--- src/rtl/c16_mem_pkg.sv ---
// Shared types and defaults for the C16 memory arbiter.
package c16_mem_pkg;
  localparam int C16_ADDR_W     = 16;
  localparam int C16_DATA_W     = 16;
  localparam int MAX_RD_LATENCY = 3;

  typedef enum logic [1:0] {
    REQ_FETCH = 2'd0,
    REQ_DATA  = 2'd1,
    REQ_DEBUG = 2'd2,
    REQ_NONE  = 2'd3
  } req_id_e;
endpackage

--- src/rtl/arb_starve_ctr.sv ---
// Saturating denied-cycle counter; at_limit_o marks a requester as starved.
module arb_starve_ctr #(
  parameter int W = 4
) (
  input  logic         clk,
  input  logic         reset_n,
  input  logic         inc_i,
  input  logic         clr_i,
  input  logic [W-1:0] limit_i,
  output logic         at_limit_o
);
  logic [W-1:0] cnt_q;

  assign at_limit_o = (cnt_q >= limit_i);

  always_ff @(posedge clk or negedge reset_n) begin
    if (!reset_n)                       cnt_q <= '0;
    else if (clr_i)                     cnt_q <= '0;
    else if (inc_i && cnt_q < limit_i)  cnt_q <= cnt_q + 1'b1;
  end
endmodule

--- src/rtl/mem_arbiter.sv ---
// Fixed-priority RAM port arbiter (fetch > data > debug) with starvation promotion
// and tagged read return. Define MEM_ARB_STATS_EN to add grant/conflict counters.
module mem_arbiter
  import c16_mem_pkg::*;
#(
  parameter int ADDR_W       = C16_ADDR_W,
  parameter int DATA_W       = C16_DATA_W,
  parameter int RD_LATENCY   = 1,
  parameter int STARVE_LIMIT = 4
) (
  input  logic              clk,
  input  logic              reset_n,
  input  logic              fetch_req,
  input  logic [ADDR_W-1:0] fetch_addr,
  output logic              fetch_gnt,
  output logic              fetch_rvalid,
  input  logic              data_req,
  input  logic              data_we,
  input  logic [ADDR_W-1:0] data_addr,
  input  logic [DATA_W-1:0] data_wdata,
  output logic              data_gnt,
  output logic              data_rvalid,
  input  logic              dbg_req,
  input  logic [ADDR_W-1:0] dbg_addr,
  output logic              dbg_gnt,
  output logic              dbg_rvalid,
  output logic [DATA_W-1:0] rdata,
  output logic              fetch_stall,
  output logic [ADDR_W-1:0] ram_addr,
  output logic [DATA_W-1:0] ram_wdata,
  output logic              ram_wren,
  input  logic [DATA_W-1:0] ram_q
`ifdef MEM_ARB_STATS_EN
  ,
  output logic [15:0]       stat_fetch_gnts,
  output logic [15:0]       stat_data_gnts,
  output logic [15:0]       stat_dbg_gnts,
  output logic [15:0]       stat_conflicts
`endif
);
  localparam int CW = $clog2(2 * STARVE_LIMIT + 1);

  logic    data_at_lim, dbg_at_lim;
  logic    data_starved, dbg_starved;
  req_id_e push_tag;
  req_id_e tag_q [RD_LATENCY];

  arb_starve_ctr #(.W(CW)) u_data_starve (
    .clk        (clk),
    .reset_n    (reset_n),
    .inc_i      (data_req && !data_gnt),
    .clr_i      (data_gnt || !data_req),
    .limit_i    (CW'(STARVE_LIMIT)),
    .at_limit_o (data_at_lim)
  );

  arb_starve_ctr #(.W(CW)) u_dbg_starve (
    .clk        (clk),
    .reset_n    (reset_n),
    .inc_i      (dbg_req && !dbg_gnt),
    .clr_i      (dbg_gnt || !dbg_req),
    .limit_i    (CW'(2 * STARVE_LIMIT)),
    .at_limit_o (dbg_at_lim)
  );

  assign data_starved = data_req && data_at_lim;
  assign dbg_starved  = dbg_req && dbg_at_lim;

  // Grant and RAM mux share one priority chain so they cannot disagree.
  always_comb begin
    fetch_gnt = 1'b0;
    data_gnt  = 1'b0;
    dbg_gnt   = 1'b0;
    if (dbg_starved && !data_starved) dbg_gnt   = 1'b1;
    else if (data_starved)            data_gnt  = 1'b1;
    else if (fetch_req)               fetch_gnt = 1'b1;
    else if (data_req)                data_gnt  = 1'b1;
    else if (dbg_req)                 dbg_gnt   = 1'b1;
  end

  always_comb begin
    ram_addr  = '0;
    ram_wdata = '0;
    ram_wren  = 1'b0;
    push_tag  = REQ_NONE;
    if (fetch_gnt) begin
      ram_addr = fetch_addr;
      push_tag = REQ_FETCH;
    end else if (data_gnt) begin
      ram_addr  = data_addr;
      ram_wdata = data_wdata;
      ram_wren  = data_we && reset_n;
      push_tag  = data_we ? REQ_NONE : REQ_DATA;
    end else if (dbg_gnt) begin
      ram_addr = dbg_addr;
      push_tag = REQ_DEBUG;
    end
  end

  assign fetch_stall = fetch_req && !fetch_gnt;

  always_ff @(posedge clk or negedge reset_n) begin
    if (!reset_n) begin
      for (int i = 0; i < RD_LATENCY; i++) tag_q[i] <= REQ_NONE;
    end else begin
      tag_q[0] <= push_tag;
      for (int i = 1; i < RD_LATENCY; i++) tag_q[i] <= tag_q[i-1];
    end
  end

  assign fetch_rvalid = (tag_q[RD_LATENCY-1] == REQ_FETCH);
  assign data_rvalid  = (tag_q[RD_LATENCY-1] == REQ_DATA);
  assign dbg_rvalid   = (tag_q[RD_LATENCY-1] == REQ_DEBUG);
  assign rdata        = ram_q;

`ifdef MEM_ARB_STATS_EN
  logic [15:0] st_fetch_q, st_data_q, st_dbg_q, st_conf_q;
  logic        conflict;

  assign conflict = (fetch_req && data_req) || (fetch_req && dbg_req) || (data_req && dbg_req);

  always_ff @(posedge clk or negedge reset_n) begin
    if (!reset_n) begin
      st_fetch_q <= '0;
      st_data_q  <= '0;
      st_dbg_q   <= '0;
      st_conf_q  <= '0;
    end else begin
      st_fetch_q <= st_fetch_q + 16'(fetch_gnt);
      st_data_q  <= st_data_q + 16'(data_gnt);
      st_dbg_q   <= st_dbg_q + 16'(dbg_gnt);
      st_conf_q  <= st_conf_q + 16'(conflict);
    end
  end

  assign stat_fetch_gnts = st_fetch_q;
  assign stat_data_gnts  = st_data_q;
  assign stat_dbg_gnts   = st_dbg_q;
  assign stat_conflicts  = st_conf_q;
`endif
endmodule
--- config.mk ---
export PLATFORM = sky130hd
export DESIGN_NAME = mem_arbiter
export DESIGN_NICKNAME = d
export VERILOG_FILES = /design/src/rtl/c16_mem_pkg.sv /design/src/rtl/arb_starve_ctr.sv /design/src/rtl/mem_arbiter.sv
export SDC_FILE = /design/constraint.sdc
export NUM_CORES = 1
export LEC_CHECK = 0
export CAP_MARGIN = 20
export CORE_UTILIZATION = 28
export DETAILED_ROUTE_END_ITERATION = 7
export GPL_TIMING_DRIVEN = 1
export PLACE_DENSITY = 0.83
export SLEW_MARGIN = 20
export SYNTH_ARGS = -nofsm -noshare
export SYNTH_HDL_FRONTEND = slang
export SYNTH_SLANG_ARGS = --single-unit
--- constraint.sdc ---
create_clock -name clk -period 2.15 [get_ports clk]
set_clock_uncertainty 0.2 [all_clocks]
set_input_delay 0.215 -clock clk [delete_from_list [all_inputs] [get_ports clk]]
set_output_delay 0.215 -clock clk [all_outputs]
set_load 0.005 [all_outputs]
==> results.md <==
- Setup crit start kind: flop
- Crit-path leading delay family: buffers and inverters
- Worst VDD drop: 0.000194 V
- Share of the synthesized area in the top cell type: 0.157
- Routed WL: 4620 um
- Final nets: 360
- # hold bufs at CTS: 0
- Synth top cells by count: a31oi_1, and2_1, buf_4
- Tmin final: 2.12 ns
- Crit. End Element: primary output
- Total GRT Usage: 0.192
- First-pass iteration count of the detailed router: 5
- CTS tree: done
- Post-route ant nets: 0
- Ys async rst share: 1.00
- Worst-path clk slew: 0.05 ns
- Grt ovf: 0
- # IOs: 142
- Slowest library cell on the worst path: dfrtp_1
- Final setup fails: 0
- Synth Cell Area: 1270 sq um
- Longest Clk Path Bufs: 2
- Synth area leaders: dfrtp_1, buf_4, o211ai_1
- Vias per cell: 5.14
- Fmax: 472 MHz
- HP Class: in -> async
- Crit path cell chain: buf_4 > o21a_1 > buf_12 > nor3_1 > a31oi_1 > dlygate4sd2_1
- Crit-path max FO: 16
- DIE WIDTH: 69.4 um
- Crit path from: u_data_starve.cnt_q[2]
- Final period utilization: 0.986
- Max Slew Vio Count: 0
- CP peak stage delay: 0.39 ns
- Power Internal: 0.000593 W
- Pwr Density: 331 nW/um^2
- Combinational power share: 0.514
- CP Class: reg -> out
- Share of cells above drive strength 1: 0.178
- Area Overhead vs Synth: 97.5%
- Largest net degree at the start of global routing: 22
- Core Area: 4350 sq um
- # diodes: 0
- Hold Vio Cnt, Final: 0
- Register-to-register setup slack: 0.43 ns
- Synthesized net count: 249
- DRT iter0 DRCs: 58
- First-pass GRT wire length: 7530 um
- Sw frac: 0.287
- Residual DRC: 0
- Initial Utilization: 0.293
- Die ar.: 4820 sq um
- RSZ-0062 raised after global routing: yes
- Library cells used by synthesis: 33
- Reg2reg end: u_dbg_starve.cnt_q[3]
- CTS HTree Levels: 1
- Clock share of power: 0.231
- Max-cap violations: 0
- Synth Register Bits: 10
- Post-synth EDFFs: 0
- Dominant synthesized flop cell: dfrtp_1
- CTS buffer count: 3
- Placer Congestion: 0.821
- Seq/Total Area, Yosys: 0.198
- Mean post-synth cell area: 7.96 sq um
- Leak: 1.10 nW
- CP Data Arrival Time: 1.71 ns
- Initial antenna violation count: 0
- Number of global-route vias before repair: 1688
- Sink Count: 10
- Sequential share of power: 0.255
- Post-Synthesis Cells: 160
- Final core occ: 0.578
- Synth area leader: dfrtp_1
- CTS root buffer: clkbuf_8
- Rows: 24
- Worst EP required: 1.74 ns
- Clock Latency Late Sink: 0.23 ns
- Setup_tns: 0 ns
- Sw Pwr: 0.000239 W
- Status: completed
- Vias post-DR: 1649
- Die height: 69.4 um
- Dpl hpwl: 3410 um
- Port Buffer Count: 109
- R2R cell count: 6
- Drt wl/cell: 14.4 um
- YS warnings: 0
- Crit path buffers/inverters: 3
- Worst R2R Start: u_dbg_starve.cnt_q[3]
## state kept, by name, summed over array words and instances (netlist names)
signal and count:
tag_q 2, u_data_starve.cnt_q 4, u_dbg_starve.cnt_q 4
## per-stage QoR
step | worst slack [ns] | cells | power (W) | hold WS (ns) | instance area, sq um
6_report | 0.0295 | 321 | 0.000832 | 0.105 | 2520
5_1_grt | -0.0103 | 321 | 0.000886 | 0.131 | 2520
4_1_cts | -0.0139 | 318 | 0.000832 | 0.113 | 2480
3_5_place_dp | -0.255 | 308 | 0.000651 | 0.230 | 2380
3_3_place_gp | -0.235 | 308 | 0.000643 | 0.230 | 2380
2_1_floorplan | 0.413 | 160 | 0.000386 | -0.281 | 1270
## power by group through the flow
stage	combinational [W]	sequential, W	clock (W)
finish	0.000428	0.000212	0.000192
global route	0.000464	0.000213	0.000208
CTS	0.000422	0.000213	0.000197
detailed placement	0.000436	0.000215	0
global placement	0.000428	0.000214	0
floorplan	0.000173	0.000213	0
## layout by cell type, fill, tap and decap left out, types with 2 or more instances in the layout
cell type         n
nor3b_1           2
clkdlybuf4s50_1  70
dfrtp_1           8
inv_1             2
buf_6             2
ha_1              3
and3_1            6
nor2b_1           2
clkbuf_8          3
buf_12            4
o21ai_4           2
o211ai_1         16
nor3_2            3
o21a_1            2
buf_4            22
nand4_1          16
nand2b_4          2
nor3_1           13
a31oi_1          16
dfstp_2           2
xnor2_1           2
nor2_1            2
dlygate4sd2_1    37
and2_1           17
## cell families (layout without fill, tap and decap cells)
family | after synthesis | after routing | share of synthesized area
XOR/XNOR | 3 | 3 | 0.0206
buffers and inverters | 36 | 144 | 0.193
multiplexers | 1 | 1 | 0.00786
AND/OR/NAND/NOR | 66 | 67 | 0.315
flip-flops | 10 | 10 | 0.198
adder cells (fa/ha/maj) | 3 | 3 | 0.0295
AO/OA/AOI/OAI | 40 | 40 | 0.233
other | 1 | 1 | 0.00294
## per-layer routing
layer / global-route usage / routed length, um / vias to the layer above
met5: 0 / 0 / -
met4: 0.0794 / 86 / 0
met3: 0.0392 / 406 / 13
met2: 0.332 / 2240 / 107
met1: 0.230 / 1890 / 729
li1: - / - / 800
## layout make-up
| type | instances | area (sq um) |
|---|---|---|
| Clock buffer | 3 | 41.3 |
| Sequential cell | 10 | 253 |
| Multi-Input combinational cell | 115 | 830 |
| Tap cell | 52 | 65.1 |
| Inverter | 4 | 20.0 |
| Timing Repair Buffer | 137 | 1310 |
| Fill cell | 405 | 1840 |
## worst max path at each step
stage                     slack, ns  depth (start not counted)           end
after floorplan                0.41                          7  ram_addr[10]
after global placement        -0.24                          6  ram_addr[13]
after detailed placement      -0.25                          6   ram_addr[6]
after CTS                     -0.01                          5   ram_addr[6]
after global routing          -0.01                          6   ram_addr[3]
final                          0.03                          6   ram_addr[9]
## timing repair
| item | 4_1_cts | 5_1_grt |
|---|---|---|
| pin swaps | 3 | 6 |
| setup buffers | 6 | 3 |
| endpoints found under the hold margin | 0 | 0 |
| setup endpoints to repair | 37 | 12 |
| cloned | 1 | 0 |
| gates resized for setup | 52 | 6 |
No activity file was read; power rests on OpenSTA's default activity.
